## config.mk

```make
export PLATFORM = sky130hd
export DESIGN_NAME = serial_bit_feeder
export DESIGN_NICKNAME = d
export VERILOG_FILES = /design/src/rtl/serial_bit_feeder.sv
export SDC_FILE = /design/constraint.sdc
export NUM_CORES = 1
export LEC_CHECK = 0
export ABC_AREA = 1
export ABC_CLOCK_PERIOD_IN_PS = 1250
export BUFFER_PORTS_ARGS = -buffer_cell sky130_fd_sc_hd__buf_2
export CORE_UTILIZATION = 50
export CTS_CLUSTER_DIAMETER = 80
export DETAILED_ROUTE_END_ITERATION = 12
export PLACE_DENSITY = 0.86
export SLEW_MARGIN = 20
export SYNTH_ARGS = -nofsm -noshare
export SYNTH_HDL_FRONTEND = slang
export SYNTH_SLANG_ARGS = --single-unit
```

## constraint.sdc

```tcl
create_clock -name clk -period 1.25 [get_ports clk]
set_input_delay 0.125 -clock clk [delete_from_list [all_inputs] [get_ports clk]]
set_output_delay 0.125 -clock clk [all_outputs]
set_load 0.1 [all_outputs]
```

## src/rtl/serial_bit_feeder.sv

```systemverilog
// rtl/serial_bit_feeder.sv - parallel-to-serial bit feeder for the sequence detector input
//
// Accepts a NUM_BITS word over a valid/ready handshake and shifts it out one
// bit at a time on serial_out. Each bit is held for DIV cycles, and bit_strobe
// marks the first cycle of each bit. A word accepted on the final cycle of the
// previous word follows with no idle gap.
//
// Optional feature macro: SERIAL_BIT_FEEDER_PARITY_EN
//   defined   - an even-parity bit (XOR of the word) follows the data bits
//   undefined - exactly NUM_BITS bits per word
//
// Ports:
//   clk        in   system clock, rising edge
//   n_rst      in   asynchronous active-low reset
//   load_data  in   word to transmit (sampled only at transfer)
//   load_valid in   load_data valid
//   load_ready out  block can accept a word this cycle
//   serial_out out  registered serial bit
//   bit_strobe out  one-cycle pulse on the first cycle of each bit
//   busy       out  a word (or parity bit) is in flight

module serial_bit_feeder #(
    parameter int   NUM_BITS  = 8,
    parameter int   DIV       = 1,
    parameter int   MSB_FIRST = 1,
    parameter logic IDLE_VAL  = 1'b0
) (
    input  logic                clk,
    input  logic                n_rst,
    input  logic [NUM_BITS-1:0] load_data,
    input  logic                load_valid,
    output logic                load_ready,
    output logic                serial_out,
    output logic                bit_strobe,
    output logic                busy
);

`ifdef SERIAL_BIT_FEEDER_PARITY_EN
    localparam int LAST_BIT = NUM_BITS;
`else
    localparam int LAST_BIT = NUM_BITS - 1;
`endif
    localparam int CNT_W = $clog2(NUM_BITS + 1);
    localparam int DIV_W = (DIV > 1) ? $clog2(DIV) : 1;
    localparam logic [CNT_W-1:0] CNT_LAST = CNT_W'(LAST_BIT);
    localparam logic [DIV_W-1:0] DIV_LAST = DIV_W'(DIV - 1);

    typedef enum logic {IDLE, SHIFT} state_t;

    state_t              state_q, state_d;
    logic [NUM_BITS-1:0] shreg_q, shreg_d;
    logic [CNT_W-1:0]    bit_cnt_q, bit_cnt_d;
    logic [DIV_W-1:0]    div_cnt_q, div_cnt_d;
    logic                out_q, out_d;
    logic                strobe_q, strobe_d;
    logic                busy_q, busy_d;
    logic                last_cycle;
`ifdef SERIAL_BIT_FEEDER_PARITY_EN
    logic                parity_q, parity_d;
`endif

    function automatic logic head(input logic [NUM_BITS-1:0] w);
        return (MSB_FIRST != 0) ? w[NUM_BITS-1] : w[0];
    endfunction

    function automatic logic [NUM_BITS-1:0] advance(input logic [NUM_BITS-1:0] w);
        return (MSB_FIRST != 0) ? {w[NUM_BITS-2:0], 1'b0} : {1'b0, w[NUM_BITS-1:1]};
    endfunction

    // Final cycle of the final bit on the line: the only SHIFT cycle that can
    // accept the next word, which is what makes back-to-back words gapless.
    assign last_cycle = (state_q == SHIFT) && (div_cnt_q == DIV_LAST) && (bit_cnt_q == CNT_LAST);
    assign load_ready = (state_q == IDLE) || last_cycle;

    always_comb begin
        state_d   = state_q;
        shreg_d   = shreg_q;
        bit_cnt_d = bit_cnt_q;
        div_cnt_d = div_cnt_q;
        out_d     = out_q;
        strobe_d  = 1'b0;
        busy_d    = busy_q;
`ifdef SERIAL_BIT_FEEDER_PARITY_EN
        parity_d  = parity_q;
`endif
        if (load_valid && load_ready) begin
            // First bit goes straight to the output register; the shift
            // register keeps only the bits still to be sent.
            state_d   = SHIFT;
            out_d     = head(load_data);
            shreg_d   = advance(load_data);
            bit_cnt_d = '0;
            div_cnt_d = '0;
            strobe_d  = 1'b1;
            busy_d    = 1'b1;
`ifdef SERIAL_BIT_FEEDER_PARITY_EN
            parity_d  = ^load_data;
`endif
        end else if (state_q == SHIFT) begin
            if (div_cnt_q == DIV_LAST) begin
                div_cnt_d = '0;
                if (bit_cnt_q == CNT_LAST) begin
                    state_d = IDLE;
                    out_d   = IDLE_VAL;
                    busy_d  = 1'b0;
                end else begin
                    bit_cnt_d = bit_cnt_q + 1'b1;
                    strobe_d  = 1'b1;
`ifdef SERIAL_BIT_FEEDER_PARITY_EN
                    if (bit_cnt_q == CNT_W'(NUM_BITS - 1)) begin
                        out_d = parity_q;
                    end else begin
                        out_d   = head(shreg_q);
                        shreg_d = advance(shreg_q);
                    end
`else
                    out_d   = head(shreg_q);
                    shreg_d = advance(shreg_q);
`endif
                end
            end else begin
                div_cnt_d = div_cnt_q + 1'b1;
            end
        end
    end

    always_ff @(posedge clk or negedge n_rst) begin
        if (!n_rst) begin
            state_q   <= IDLE;
            shreg_q   <= '0;
            bit_cnt_q <= '0;
            div_cnt_q <= '0;
            out_q     <= IDLE_VAL;
            strobe_q  <= 1'b0;
            busy_q    <= 1'b0;
        end else begin
            state_q   <= state_d;
            shreg_q   <= shreg_d;
            bit_cnt_q <= bit_cnt_d;
            div_cnt_q <= div_cnt_d;
            out_q     <= out_d;
            strobe_q  <= strobe_d;
            busy_q    <= busy_d;
        end
    end

`ifdef SERIAL_BIT_FEEDER_PARITY_EN
    always_ff @(posedge clk or negedge n_rst) begin
        if (!n_rst) begin
            parity_q <= 1'b0;
        end else begin
            parity_q <= parity_d;
        end
    end
`endif

    assign serial_out = out_q;
    assign bit_strobe = strobe_q;
    assign busy       = busy_q;

endmodule

```

== After elaboration in Yosys (flattened, before gate mapping) ==
Index checks and enable logic that the tools add are counted.

* Memories: 0
* Bits in read-only memories: 0
* Memory bits (writable): 0
* Word-level logic and storage cells: 49
* Output and inout bits: 4
* Register bits after elaboration: 17
* Bits in latches: 0

* Shift operators: 0
* Equality and inequality tests: 3
* Bitwise gates (word level): 2
* $lt $le $gt $ge: 0
* Add/sub/neg operators: 2
* Mux-type cells: 26
* Divide/modulo/power cells: 0
* Reduce and logical (&&, ||, !) cells: 9
* Multipliers: 0

{| class="wikitable"
|+ Operator list
! cell !! number
|-
| $mux 8 || 4
|-
| $mux 1 || 18
|-
| $mux 4 || 4
|-
| $reduce_and 3->1 || 2
|-
| $add 4x1->4 const B || 1
|-
| $eq 4x3->1 const B || 1
|-
| $reduce_bool 2->1 || 2
|-
| $logic_and 1x1->1 || 3
|-
| $ne 2x1->1 const B || 1
|-
| $ne 2x2->1 const B || 1
|-
| $not 1->1 || 2
|-
| $reduce_and 2->1 || 1
|-
| $add 1x1->1 const B || 1
|-
| $logic_or 1x1->1 || 1
|}

== Longest topological paths before layout ==
Gate-level depths: netlist of run 1.

* Depth after elaboration: 7
* Gate-level depth with buffers: 6

== Worst setup path before layout of run 1 ==
OpenSTA, ideal clock, no wires.

* Path kind: flip-flop to flip-flop
* Start point: register state_q
* End point: register out_q, in the netlist serial_out
* Period minus slack after synthesis: 1606 ps
* Slack: -356 ps
* Data required time: 1124 ps
* Arrival: 1480 ps
* Cell stages (with the launch flop): 5
* Buffers on the path: 1
* Library setup time: 126 ps
* Cells stage by stage: dfrtp_1 -> nand2_4 -> buf_6 -> nand3_1 -> nand3_1

* Cells in the longest elaborated chain, start to end: 6
* Elaborated cells between the ends (all ways): 9
* Classes of those cells: 1 x eq/ne; 1 x mux; 1 x bitwise; 6 x reduce/logical

{| class="wikitable"
|+ Ends and longest elaborated chain
! item !! RTL line !! RTL
|-
| from (decl) || 50 || <nowiki>state_t state_q, state_d;</nowiki>
|-
| from (signal assigned) || 137 || <nowiki>state_q <= state_d;</nowiki>
|-
| $logic_and 1x1->1 (2 in a row) || 72 || <nowiki>assign last_cycle = (state_q == SHIFT) && (div_cnt_q == DIV_LAST) && (bit_cnt_q == CNT_LAST);</nowiki>
|-
| $logic_or 1x1->1 (*) || 73 || <nowiki>assign load_ready = (state_q == IDLE) || last_cycle;</nowiki>
|-
| named net load_ready || 32 || <nowiki>output logic load_ready,</nowiki>
|-
| $logic_and 1x1->1 (*) || 86 || <nowiki>if (load_valid && load_ready) begin</nowiki>
|-
| $ne 2x1->1 (no line) or $reduce_bool 2->1 (tied branches) || - ||
|-
| $reduce_and 2->1 (no line) || - ||
|-
| to (signal assigned) || 141 || <nowiki>out_q <= out_d;</nowiki>
|-
| to (decl) || 54 || <nowiki>logic out_q, out_d;</nowiki>
|}

Mark *: on every way through the listed nets, which the timed path passes. The rest lies on a longest branch.
A chain may end at the register's enable or synchronous reset.

== Worst setup path after layout of run 1 ==
* Start point: register bit_cnt_q[0]
* End point: output load_ready

* Cells in the longest elaborated chain, start to end: 3

{| class="wikitable"
|+ Ends and longest elaborated chain
! item !! RTL line !! RTL
|-
| from (decl) || 52 || <nowiki>logic [CNT_W-1:0] bit_cnt_q, bit_cnt_d;</nowiki>
|-
| from (signal assigned) || 139 || <nowiki>bit_cnt_q <= bit_cnt_d;</nowiki>
|-
| $eq 4x3->1 || 72 ||
|-
| $logic_and 1x1->1 || 72 ||
|-
| $logic_or 1x1->1 || 73 ||
|-
| to (decl) || 32 ||
|}

No other way between the ends.

==> results.md, run 1 <==
- Antenna violations before repair: 0
- Leakage: 0.000480 uW
- Share of cells above drive strength 1: a little over a third
- Clk buf depth: 2
- Slew Limit Fails: 0
- PwrDens: between 2000 and 3000 mW/mm^2
- Failing checks: negative setup slack
- Fin Clk Skew: around 7.7 ps
- Post-Syn Area: ~690 sq um
- Total track usage: roughly a quarter
- Status: complete, but fails checks
- Endpoints failing setup: 6
- Row count: 12
- Worst hold path class: primary input to flip-flop
- Largest net degree at the start of global routing: 15
- Crit-path max FO: 3
- Wire length per cell: 13.7 um
- Tot Pwr: between 2000 and 2500 uW
- Max VDD drop: between 1 and 1.5 mV
- Diode count: 0
- Dpl ws: -27.3 ps
- DRC: 0
- Root Driver: clkbuf_4
- Post-DP HPWL: just under 1 mm
- CTS tree: built
- Cell Chain, Critical Path: ha_4 > nand3_4 > nand2_8 > buf_12
- Io pins: 15
- Vias per cell: around 5.3
- Die width: a little under 40 um
- Clk Latency, worst-skew pair: between 200 and 300 ps
- Seq/Total Area, Yosys: between 50% and 60%
- Setup TNS Final: -70.0 ps
- Maximum clock rate: about 770 MHz
- Final worst slack: -51.6 ps
- Buf+Inv Stages, Crit Path: 1
- Hold Startpoint: load_data[7]
- CP startpoint: bit_cnt_q[0]$_DFFE_PN0P_
- CTS Sinks: 14
- DIE AREA: 0.00153 sq mm
- Antenna-violating nets left: 0
- Max-slew headroom: between 60% and 70%
- RSZ-0062 raised after global routing: yes
- Worst-Margin Slew: around 480 ps
- First-pass GRT wire length: roughly 2.6 mm
- CTS Buf Count: 3
- Routed WL: approximately 1.6 mm
- Period Utilization, post-route: 104%
- Syn Inst Count: slightly below 80
- CP top delay family: flip-flops
- Area growth syn-to-layout: 35.2%
- I/O Buffers: 14
- Initial DRC Count: 21
- Post-synthesis register bit count: 14
- Worst-path clk slew: roughly 80 ps
- Vias in the first global route: 573
- Syn_area_per_cell: 8.81 sq um
- Critical path startpoint category: flip-flop
- Crit end category: output pin
- CP required: ~1100 ps
- H-Tree Depth: 1
- WP data arrival: between 1000 and 1500 ps
- Fin crit period: about 1300 ps
- Worst Path Class, Setup: flip-flop to output pin
- Die H: roughly 39 um
- Placer Congestion: 0.716
- Yosys warnings: 0
- Total congestion overflow: 0
- Slowest stage cell on the critical path: dfrtp_1
- Syn Nets: 90
- Hold slack: ~84 ps
- Vias post-DR: just over 600
- Max-cap viol count: 0
- R2r startpoint: bit_cnt_q[0]$_DFFE_PN0P_
- Slowest cell delay on critical path: approximately 400 ps
- # nets final: 117
- Number of library cell types mapped by synthesis: 16
- CORE AREA: around 0.0012 sq mm
- Drt first pass iters: 4
- Endpoints failing hold: 0
- Initial Util: approximately 58%
-- tightest hold or removal path, delay by kind of cell --
| kind | cells | cell delay (ps) |
|---|---|---|
| simple gates | 2 | 130 |
| buf+inv | 1 | 70 |
-- cell type report --
class                   instances  area, sq um
clock buffers                   3         22.5
fillers                        84          258
inverters                       7         28.8
multi-input cells              54          319
flip-flops and latches         14          355
well taps                      14         17.5
repair buffers                 25          185
-- flip-flops by register name (all words and copies together) (netlist names) --
| register | count |
|---|---|
| state_q | 1 |
| serial_out | 1 |
| bit_cnt_q | 4 |
| shreg_q | 7 |
| busy | 1 |
-- stage by stage --
stage,utilization [%],cell area [sq um],cells
2_1_floorplan,-,696,78
3_3_place_gp,67.8,805,106
3_5_place_dp,67.8,805,106
4_1_cts,77.0,913,115
5_1_grt,78.3,928,117
6_report,78.3,928,117
-- repair_timing --
item                                    CTS  global route
hold endpoints to repair                 14             0
setup buffers                             4             2
gates cloned                              1             0
endpoints found under the setup margin    9            13
hold buffers                              1             0
pin swaps                                 3             2
resized for setup                         7             0
-- cell families (layout without fill, tap and decap cells) --
kind of cell | after synthesis | count (layout) | share of synthesized area (%)
AND/OR/NAND/NOR | 46 | 47 | 33.3
flip-flops | 14 | 14 | 51.0
buffers and inverters | 11 | 35 | 8.92
AO/OA/AOI/OAI | 6 | 6 | 4.92
adder cells (fa/ha/maj) | 1 | 1 | 1.82
-- synth_stat cells --
cell type,number,share of area (%)
nor2_1,2,1.1
o21ai_0,4,2.9
o21ai_2,1,1.3
ha_1,1,1.8
nand3_2,1,1.5
buf_6,2,3.3
nand3_1,26,19
buf_4,1,1.1
o21ai_1,1,0.73
inv_1,6,3.3
inv_2,1,0.55
nand2_4,2,3.3
nand4_1,1,0.91
dfrtp_1,14,51
buf_2,1,0.73
nand2_1,14,7.7
-- worst paths after layout --
check | endpoint | slack, ps | depth (start not counted)
worst max register to register | shreg_q[4]$_DFFE_PN0P_ | -10 | 7
worst max-delay path | load_ready | -50 | 4
worst min-delay path | serial_out$_DFFE_PN0P_ | 80 | 3
worst min register to register | shreg_q[7]$_DFFE_PN0P_ | 500 | 2
min in group asynchronous | serial_out$_DFFE_PN0P_ | 270 | 2
max in group asynchronous | state_q$_DFF_PN0_ | 710 | 2
-- where the power goes --
part           total, uW  internal (uW)  switching [uW]
combinational       1420            525             897
clock                245            111             134
sequential           803            645             158
total               2470           1280            1190
-- layout by cell type (no fill, tap or decap), drive strengths merged --
cell and count:
inv 7, dlygate4sd3 1, nand2 17, o21ai 6
nand3 27, dfrtp 14, buf 24, ha 1
clkbuf 3, nor2 2, nand4 1
-- per-layer routing --
metal / track usage [%] / wire [um] / up-vias
li1: - / - / 314
met1: 32.0 / 723 / 290
met2: 46.3 / 835 / 12
met3: 5.20 / 44 / 0
met4: 5.17 / 0 / 0
met5: 0 / 0 / -
Power figures use the tool's default switching activity.
==> run 2, diff against run 1 <==
--- a/config.mk
+++ b/config.mk
@@ -8,7 +8,9 @@
 export ABC_AREA = 1
 export ABC_CLOCK_PERIOD_IN_PS = 1250
 export BUFFER_PORTS_ARGS = -buffer_cell sky130_fd_sc_hd__buf_2
-export CORE_UTILIZATION = 50
+export CELL_PAD_IN_SITES_DETAIL_PLACEMENT = 1
+export CELL_PAD_IN_SITES_GLOBAL_PLACEMENT = 1
+export CORE_UTILIZATION = 37
 export CTS_CLUSTER_DIAMETER = 80
 export DETAILED_ROUTE_END_ITERATION = 12
 export PLACE_DENSITY = 0.86
==> results.md, run 2 (synthesized netlist as in run 1, its figures left out) <==
- Worst hold path class: primary input to flip-flop (unchanged)
- Fin crit period: 1370 ps (was 1300 ps)
- First-pass GRT wire length: 3.06 mm (was 2.59 mm)
- Max-slew headroom: 68.0% (about the same)
- Vias post-DR: 658 (was 616)
- Die width: 45.1 um (was 39.1 um)
- Antenna-violating nets left: 0 (unchanged)
- Endpoints failing setup: 6 (unchanged)
- Routed met2 length: 998 um (was 835 um)
- Slowest cell delay on critical path: 370 ps (was 400 ps)
- Setup TNS Final: -254 ps (was -70.0 ps)
- Total track usage: 21.9% (was 25.9%)
- Max VDD drop: 1.16 mV (about the same)
- Buf+Inv Stages, Crit Path: 1 (unchanged)
- Clk Latency, worst-skew pair: 290 ps (was 270 ps)
- Reg2reg end: bit_cnt_q[3]$_DFFE_PN0P_ (was shreg_q[4]$_DFFE_PN0P_)
- Period Utilization, post-route: 109% (was 104%)
- Critical path startpoint category: flip-flop (unchanged)
- Hold Startpoint: load_data[0] (was load_data[7])
- Hold endpoint: shreg_q[1]$_DFFE_PN0P_ (was serial_out$_DFFE_PN0P_)
- R2r startpoint: bit_cnt_q[0]$_DFFE_PN0P_ (unchanged)
- Most frequent cells in the layout: nand3_1 (26), nand2_1 (14), dfrtp_1 (12), buf_2 (12), buf_4 (9) (was nand3_1 (26), nand2_1 (14), dfrtp_1 (12), buf_2 (12), buf_4 (10))
- Row count: 15 (was 12)
- Cell Chain, Critical Path: ha_2 > nand3_4 > nand2_8 > buf_12 (was ha_4 > nand3_4 > nand2_8 > buf_12)
- Number of flip-flops in the largest register: 7 (unchanged)
- I/O Buffers: 14 (unchanged)
- Initial DRC Count: 7 (was 21)
- Total congestion overflow: 0 (unchanged)
- Status: complete, but fails checks (unchanged)
- # nets final: 117 (unchanged)
- Fin Clk Skew: 0.571 ps (was 7.69 ps)
- Vias per cell: 5.14 (was 5.26)
- Diode count: 0 (unchanged)
- CP top delay family: flip-flops (unchanged)
- Worst-Margin Slew: 483 ps (was 484 ps)
- Initial Util: 39.8% (was 57.9%)
- Share of cells above drive strength 1: 35.0% (was 35.9%)
- H-Tree Depth: 1 (unchanged)
- Drt first pass iters: 3 (was 4)
- Crit path depth: 4 (unchanged)
- CORE AREA: 0.00173 sq mm (was 0.00119 sq mm)
- Slowest stage cell on the critical path: dfrtp_1 (unchanged)
- Met1 WL: 780 um (was 723 um)
- Antenna violations before repair: 0 (unchanged)
- Worst Path Class, Setup: flip-flop to output pin (unchanged)
- CTS Buf Count: 3 (unchanged)
- Maximum clock rate: 732 MHz (was 768 MHz)
- Die H: 45.1 um (was 39.1 um)
- DRC: 0 (unchanged)
- Crit end category: output pin (unchanged)
- R2R setup slack: -70 ps (was -10 ps)
- Routed wl met3: 62 um (was 44 um)
- CP required: 1120 ps (about the same)
- Tot Pwr: 2460 uW (was 2470 uW)
- RSZ-0062 raised after global routing: yes (unchanged)
- Crit-path max FO: 2 (was 3)
- Largest Register: shreg_q (unchanged)
- Post-DP HPWL: 1.30 mm (was 985 um)
- Most common cell after layout, fill and taps aside: nand3_1 (unchanged)
- Clk buf depth: 2 (unchanged)
- Highest metal used: met4 (was met3)
- CTS tree: built (unchanged)
- Worst-path clk slew: 80 ps (about the same)
- WP data arrival: 1240 ps (was 1180 ps)
- Routed WL: 1.88 mm (was 1.60 mm)
- Max-cap viol count: 0 (unchanged)
- Hold Crit Depth: 3 (unchanged)
- Top flop regs: shreg_q: 7 flops, bit_cnt_q: 4 flops (unchanged)
- Placer Congestion: 0.804 (was 0.716)
- Failing checks: negative setup slack (unchanged)
- CTS Sinks: 14 (unchanged)
- Largest net degree at the start of global routing: 15 (unchanged)
- PwrDens: 2640 mW/mm^2 (was 2660 mW/mm^2)
- Worst Reg-to-Reg Cells: 8 (was 7)
- DIE AREA: 0.00203 sq mm (was 0.00153 sq mm)
- Root Driver: clkbuf_4 (unchanged)
- Leakage: 0.000479 uW (was 0.000480 uW)
- Slew Limit Fails: 0 (unchanged)
- Wire length per cell: 14.7 um (was 13.7 um)
- Area growth syn-to-layout: 35.7% (was 35.2%)
- Io pins: 15 (unchanged)
- Vias in the first global route: 642 (was 573)
- Final worst slack: -116 ps (was -51.6 ps)
- Endpoints failing hold: 0 (unchanged)
- Fillers: 213 (was 84)
[run 2: where the power goes]
group,switching (uW),internal [uW],total (uW)
combinational,903,509,1410
clock,152,112,264
sequential,137,644,781
total,1190,1270,2460
[run 2: how the worst max path moves through the flow]
stage,end,startpoint,slack [ps]
floorplan,serial_out$_DFFE_PN0P_,bit_cnt_q[0]$_DFFE_PN0P_,5
global placement,shreg_q[3]$_DFFE_PN0P_,bit_cnt_q[1]$_DFFE_PN0P_,0.9
detailed placement,shreg_q[4]$_DFFE_PN0P_,bit_cnt_q[0]$_DFFE_PN0P_,-80
CTS,load_ready,bit_cnt_q[1]$_DFFE_PN0P_,-130
global route,load_ready,bit_cnt_q[0]$_DFFE_PN0P_,-150
finish,load_ready,bit_cnt_q[0]$_DFFE_PN0P_,-120
[run 2: layout make-up]
class	count	area, sq um	share of cell area (%)
inverters	7	28.8	3.09
repair buffers	25	189	20.3
clock buffers	3	22.5	2.42
flip-flops and latches	14	355	38.1
well taps	25	31.3	3.36
multi-input cells	54	305	32.8
[run 2: per-layer routing]
layer / vias up / global-route usage [%]
li1: 312 / -
met4: 0 / 10.9
met1: 327 / 26.5
met3: 4 / 3.20
met5: - / 0
met2: 15 / 37.7
[run 2: tightest hold or removal path, stage by stage]
cell and delay [ps]:
buf_2 70, nand3_1 70, nand2_1 60
[run 2: stage by stage]
stage / utilization (%) / worst slack, ps / area, sq um / cells / hold slack (ps)
detailed placement: 48.3 / -78.3 / 833 / 119 / 45.3
global placement: 48.3 / 0.863 / 833 / 119 / 40.1
finish: 54.0 / -116 / 932 / 128 / 70.4
floorplan: - / 4.80 / 696 / 78 / -171
global route: 54.0 / -152 / 932 / 128 / 116
CTS: 53.2 / -132 / 918 / 127 / 78.0
[run 2: what timing repair did]
| item | CTS | global route |
|---|---|---|
| cloned | 1 | 0 |
| hold endpoints to repair | 14 | 0 |
| setup buffers | 3 | 1 |
| pin swaps | 3 | 2 |
| resized for setup | 3 | 4 |
| hold buffers | 1 | 0 |
| setup endpoints to repair | 10 | 15 |
